===== config.mk =====
export PLATFORM = sky130hd
export DESIGN_NAME = multicycle_ctrl
export DESIGN_NICKNAME = d
export VERILOG_FILES = /design/src/rtl/multicycle_ctrl.sv
export SDC_FILE = /design/constraint.sdc
export NUM_CORES = 1
export LEC_CHECK = 0
export ABC_AREA = 1
export CAP_MARGIN = 20
export CORE_UTILIZATION = 30
export CTS_CLUSTER_DIAMETER = 50
export DETAILED_ROUTE_END_ITERATION = 6
export GPL_ROUTABILITY_DRIVEN = 0
export PLACE_DENSITY = 0.63
export SYNTH_ARGS = -nofsm -noshare
export SYNTH_HDL_FRONTEND = slang
export SYNTH_SLANG_ARGS = --single-unit

===== constraint.sdc =====
create_clock -name clk -period 1.4 [get_ports clk]
set_input_delay 0.28 -clock clk [delete_from_list [all_inputs] [get_ports clk]]
set_output_delay 0.28 -clock clk [all_outputs]
set_load 0.03 [all_outputs]

===== src/rtl/multicycle_ctrl.sv =====
// multicycle_ctrl: multi-cycle control FSM for the P5 CPU.
// Walks FETCH/DECODE/EXEC/MEM/WB and drives the datapath select buses plus
// per-state write enables, decoding opcode/func from the latched IR.
// Outputs are combinational from the current state and decoded instruction,
// and are forced to zero while reset is high.
// Optional build macro MULTICYCLE_PERF_CNT_EN adds cycle_cnt/instr_cnt outputs.
module multicycle_ctrl #(
  parameter logic [31:0] PC_RESET   = 32'h0000_3000,
  parameter int unsigned DM_TIMEOUT = 4
) (
  input  logic       clk,
  input  logic       reset,
  input  logic [5:0] opcode,
  input  logic [5:0] func,
  input  logic       zero,
  input  logic       dm_ready,
  output logic [2:0] NPCOp,
  output logic [2:0] WDSel,
  output logic [2:0] WRA3Sel,
  output logic [2:0] ALUOp,
  output logic       BSel,
  output logic       EXTOp,
  output logic       PCWr,
  output logic       IRWr,
  output logic       RFWr,
  output logic       DMWr,
  output logic [2:0] state
`ifdef MULTICYCLE_PERF_CNT_EN
  ,
  output logic [31:0] cycle_cnt,
  output logic [31:0] instr_cnt
`endif
);

  typedef enum logic [2:0] {
    FETCH  = 3'd0,
    DECODE = 3'd1,
    EXEC   = 3'd2,
    MEM    = 3'd3,
    WB     = 3'd4
  } state_t;

  localparam logic [5:0] OP_RTYPE = 6'b000000;
  localparam logic [5:0] OP_ORI   = 6'b001101;
  localparam logic [5:0] OP_LUI   = 6'b001111;
  localparam logic [5:0] OP_LW    = 6'b100011;
  localparam logic [5:0] OP_SW    = 6'b101011;
  localparam logic [5:0] OP_BEQ   = 6'b000100;
  localparam logic [5:0] OP_J     = 6'b000010;
  localparam logic [5:0] OP_JAL   = 6'b000011;
  localparam logic [5:0] FN_ADDU  = 6'b100001;
  localparam logic [5:0] FN_SUBU  = 6'b100011;
  localparam logic [5:0] FN_JR    = 6'b001000;

  // Last wait count before MEM is forcibly left.
  localparam logic [3:0] MEM_LAST = 4'(DM_TIMEOUT - 1);

  state_t     cur_state;
  state_t     nxt_state;
  logic [3:0] wait_cnt;

  // PC_RESET documents the datapath's PC base only; nothing here consumes it.
  logic unused_pc_reset;
  assign unused_pc_reset = ^PC_RESET;

  // Instruction decode flags.
  logic is_rtype, is_addu, is_subu, is_jr, is_ori, is_lui;
  logic is_lw, is_sw, is_beq, is_j, is_jal, needs_exec;

  assign is_rtype   = (opcode == OP_RTYPE);
  assign is_addu    = is_rtype && (func == FN_ADDU);
  assign is_subu    = is_rtype && (func == FN_SUBU);
  assign is_jr      = is_rtype && (func == FN_JR);
  assign is_ori     = (opcode == OP_ORI);
  assign is_lui     = (opcode == OP_LUI);
  assign is_lw      = (opcode == OP_LW);
  assign is_sw      = (opcode == OP_SW);
  assign is_beq     = (opcode == OP_BEQ);
  assign is_j       = (opcode == OP_J);
  assign is_jal     = (opcode == OP_JAL);
  assign needs_exec = is_addu | is_subu | is_ori | is_lui | is_lw | is_sw | is_beq;

  assign state = cur_state;

  // Per-instruction ALU/operand selects, used from EXEC through WB.
  logic [2:0] sel_alu;
  logic       sel_b;
  logic       sel_ext;

  // Derive the ALU operation and operand/extension selects from the decode.
  always_comb begin
    sel_alu = 3'd0;
    sel_b   = 1'b0;
    sel_ext = 1'b0;
    if (is_addu) begin
      sel_alu = 3'd0;
    end else if (is_subu) begin
      sel_alu = 3'd1;
    end else if (is_ori) begin
      sel_alu = 3'd2;
      sel_b   = 1'b1;
    end else if (is_lui) begin
      sel_alu = 3'd3;
      sel_b   = 1'b1;
    end else if (is_lw || is_sw) begin
      sel_alu = 3'd0;
      sel_b   = 1'b1;
      sel_ext = 1'b1;
    end else if (is_beq) begin
      sel_alu = 3'd1;
      sel_ext = 1'b1;
    end else begin
      sel_alu = 3'd0;
    end
  end

  // State register; an asynchronous reset abandons any in-flight instruction.
  always_ff @(posedge clk or posedge reset) begin
    if (reset) begin
      cur_state <= FETCH;
    end else begin
      cur_state <= nxt_state;
    end
  end

  // MEM wait counter: zero outside MEM, so it is clear on every MEM entry.
  always_ff @(posedge clk or posedge reset) begin
    if (reset) begin
      wait_cnt <= 4'd0;
    end else if ((cur_state == MEM) && (nxt_state == MEM)) begin
      wait_cnt <= wait_cnt + 4'd1;
    end else begin
      wait_cnt <= 4'd0;
    end
  end

  // Next-state and output decode; everything is held at zero during reset.
  always_comb begin
    nxt_state = FETCH;
    NPCOp     = 3'd0;
    WDSel     = 3'd0;
    WRA3Sel   = 3'd0;
    ALUOp     = 3'd0;
    BSel      = 1'b0;
    EXTOp     = 1'b0;
    PCWr      = 1'b0;
    IRWr      = 1'b0;
    RFWr      = 1'b0;
    DMWr      = 1'b0;
    if (reset) begin
      nxt_state = FETCH;
    end else begin
      case (cur_state)
        FETCH: begin
          IRWr      = 1'b1;
          PCWr      = 1'b1;
          NPCOp     = 3'd0;
          nxt_state = DECODE;
        end
        DECODE: begin
          if (is_jal) begin
            RFWr      = 1'b1;
            WRA3Sel   = 3'd2;
            WDSel     = 3'd2;
            PCWr      = 1'b1;
            NPCOp     = 3'd2;
            nxt_state = FETCH;
          end else if (is_j) begin
            PCWr      = 1'b1;
            NPCOp     = 3'd2;
            nxt_state = FETCH;
          end else if (is_jr) begin
            PCWr      = 1'b1;
            NPCOp     = 3'd3;
            nxt_state = FETCH;
          end else if (needs_exec) begin
            nxt_state = EXEC;
          end else begin
            // Unknown opcode/func (including sll nop) retires with no writes.
            nxt_state = FETCH;
          end
        end
        EXEC: begin
          ALUOp = sel_alu;
          BSel  = sel_b;
          EXTOp = sel_ext;
          if (is_beq) begin
            PCWr      = zero;
            NPCOp     = 3'd1;
            nxt_state = FETCH;
          end else if (is_lw || is_sw) begin
            nxt_state = MEM;
          end else begin
            nxt_state = WB;
          end
        end
        MEM: begin
          ALUOp = sel_alu;
          BSel  = sel_b;
          EXTOp = sel_ext;
          DMWr  = is_sw;
          if (dm_ready || (wait_cnt == MEM_LAST)) begin
            nxt_state = is_sw ? FETCH : WB;
          end else begin
            nxt_state = MEM;
          end
        end
        WB: begin
          ALUOp     = sel_alu;
          BSel      = sel_b;
          EXTOp     = sel_ext;
          RFWr      = 1'b1;
          WRA3Sel   = is_rtype ? 3'd1 : 3'd0;
          WDSel     = is_lw ? 3'd1 : 3'd0;
          nxt_state = FETCH;
        end
        default: begin
          nxt_state = FETCH;
        end
      endcase
    end
  end

`ifdef MULTICYCLE_PERF_CNT_EN
  // Free-running cycle counter and retired-instruction counter (FETCH re-entries).
  always_ff @(posedge clk or posedge reset) begin
    if (reset) begin
      cycle_cnt <= 32'd0;
      instr_cnt <= 32'd0;
    end else begin
      cycle_cnt <= cycle_cnt + 32'd1;
      if ((cur_state != FETCH) && (nxt_state == FETCH)) begin
        instr_cnt <= instr_cnt + 32'd1;
      end else begin
        instr_cnt <= instr_cnt;
      end
    end
  end
`endif

endmodule


==> metrics.yaml <==
sta:
  finalClockSkew_ns: 0.00419
  final_hold_viol_count: 0
  rsz0062_at_grt: "yes"
  fin_ws_ns: -0.333
  layout_min_cycle_time_ns: 1.73
  setup_violations: 15
  min_period_over_period_pct: 124
  maxSlewViolCount: 0
  setup-tns-final_ns: -3.87
  fmax_ghz: 0.577
clocking:
  cts_tree: "built"
  clk_pin_slew_ns: 0.05
  cts-root-buf: "clkbuf_4"
  insertion_delay_ns: 0.25
  numCtsBuffers: 3
  hold_buffers: 0
  htree_levels: 1
  cts_buffer_depth: 2
  cts_sinks: 7
yosys:
  netlist_top_cells_area: "dfrtp_1 (24%), nor2_1 (13%), nand2_1 (9.6%)"
  synth.ff_latch_count: 7
  synth-edff-count: 0
  synth.most_common_cell: "nor2_1"
  synthFlopType: "dfrtp_1"
  yosysSeqAreaShare_pct: 23.6
  ys_warn_count: 0
  synthCells: 117
  postSynthAreaPerCell_sq_um: 6.35
  synth.top_cell.area_share_pct: 23.6
  async_flop_share_pct: 100
  synth.distinct_cells: 22
  synth_commonest_cells: "nor2_1 (26), nand2_1 (19), inv_1 (17)"
  yosysTopAreaCell: "dfrtp_1"
  syn_area_sq_um: 743
finish:
  syn_to_final_growth_pct: 122
  nFillCells: 181
  drive_gt1_share_pct: 66.0
  nets: 209
  antenna_cells: 0
power_and_ir_drop:
  max-vdd-ir-drop_uv: 500
  leakage_uw: 0.000753
  power_density_nw_per_um2: 387
job:
  max_cap_violations: 0
routing:
  dr.pass1.iters: 2
  final_antenna_net_count: 0
  wirelength_mm: 2.74
  vias: 1007
  via_per_inst: 4.60
  drc: 0
  drt_iter0_drc: 3
  wl_per_cell_um: 12.5
worst_setup_path:
  r2r_end: "state[1]"
  end_kind: "primary output"
  crit_fanout: 4
  worstSetupPathType: "reg -> out"
  critPathLaunchType: "register"
  r2r_cells: 8
  crit_required_ns: 1.12
  critPathArrivalTime_ns: 1.45
  rr_startpoint: "state[0]"
  r2r_slack_ns: -0.13
grt:
  overflow: 0
  grt_pass1_vias: 1053
  antenna_found_initial: 0
  grt_usage_pct: 22.2
  grt_pass1_wl_mm: 4.30
  grt_start_max_net_pins: 6
hold_path:
  hold_path_class: "in -> async"
die:
  initial_core_util_pct: 32.7
  die_w_um: 51.8
  die_y_um: 51.8
  die_area_sq_um: 2680
  coreArea_sq_um: 2280
  io_pins: 37
  num_rows: 17
status:
  failed_checks: "setup timing"
  outcome: "complete, but fails checks"
placed_design:
  port_buffers: 32
  hpwl_mm: 1.78
  preCtsSetupSlack_ns: -0.553
## layout by cell type, fill, tap and decap left out, types with 4 or more instances in the layout
master,netlist,routed
inv_1,17,11
buf_2,0,6
nor2_4,4,15
nand2_4,0,5
nor2_2,4,8
buf_6,0,16
inv_2,2,6
nor2_1,26,11
nand3_4,1,5
conb_1,1,4
nand3_1,9,4
buf_4,5,41
dfrtp_1,7,4
nand3_2,3,4
nand2_1,19,12
dlygate4sd2_1,0,5
## cells by family after synthesis
family,count (synthesis),synth area share (%)
XOR/XNOR,2,2.36
AND/OR/NAND/NOR,72,49.7
other,1,0.505
flip-flops,7,23.6
adder cells (fa/ha/maj),1,1.68
buffers and inverters,24,14.6
AO/OA/AOI/OAI,10,7.58
## worst max-delay path by stage
stage	from	endpoint	cells past startpoint
final	state[1]	NPCOp[0]	8
after global routing	state[1]	NPCOp[0]	8
after CTS	state[1]	BSel	6
after detailed placement	opcode[0]	BSel	8
after global placement	opcode[3]	EXTOp	8
after floorplan	state[1]	WRA3Sel[1]	4
## critical path: stages, from the launching register on
cell and delay (ns):
dfrtp_2 0.46, nand2_4 0.13, inv_4 0.05, nand2_4 0.07, nor2_4 0.05, buf_4 0.12, a21oi_2 0.15, nor2_4 0.05
buf_6 0.13
## flip-flops by register name (all words and copies together) (netlist names)
register,cells
state,3
wait_cnt,4
## routing by layer
| metal | wire (um) | GRT usage, % |
|---|---|---|
| met1 | 1040 | 22.3 |
| met2 | 1600 | 43.7 |
| met3 | 76 | 2.34 |
| met4 | 14 | 12.2 |
| met5 | 0 | 0 |
## power breakdown
group / switching (uW) / internal [uW] / leakage, uW
clock network: 67.1 / 108 / 0.0000150
logic: 145 / 107 / 0.000646
registers: 6.10 / 206 / 0.0000917
## cell type report
class / instances / area, sq um / area share, %
sequential: 7 / 179 / 10.8
inverter: 19 / 76.3 / 4.62
clock buffer: 4 / 26.3 / 1.59
multi-input combinational: 89 / 733 / 44.4
tap: 28 / 35.0 / 2.12
timing repair buffer: 72 / 602 / 36.4
## metrics by stage
step                      hold slack, ns  utilization, %  power, uW  instance area, sq um  cells
final                              0.271            72.6        640                  1650    219
after global routing               0.262            72.6        690                  1650    219
after CTS                          0.196            67.3        628                  1530    214
after detailed placement           0.455            57.1        421                  1300    200
after global placement             0.449            57.1        419                  1300    200
after floorplan                    0.115               -        315                   840    120
## repair_timing
action / in CTS / in global routing
setup buffers: 10 / 6
setup endpoints to repair: 21 / 19
pin swaps: 26 / 11
resized for setup: 76 / 22
Power figures use the tool's default switching activity.
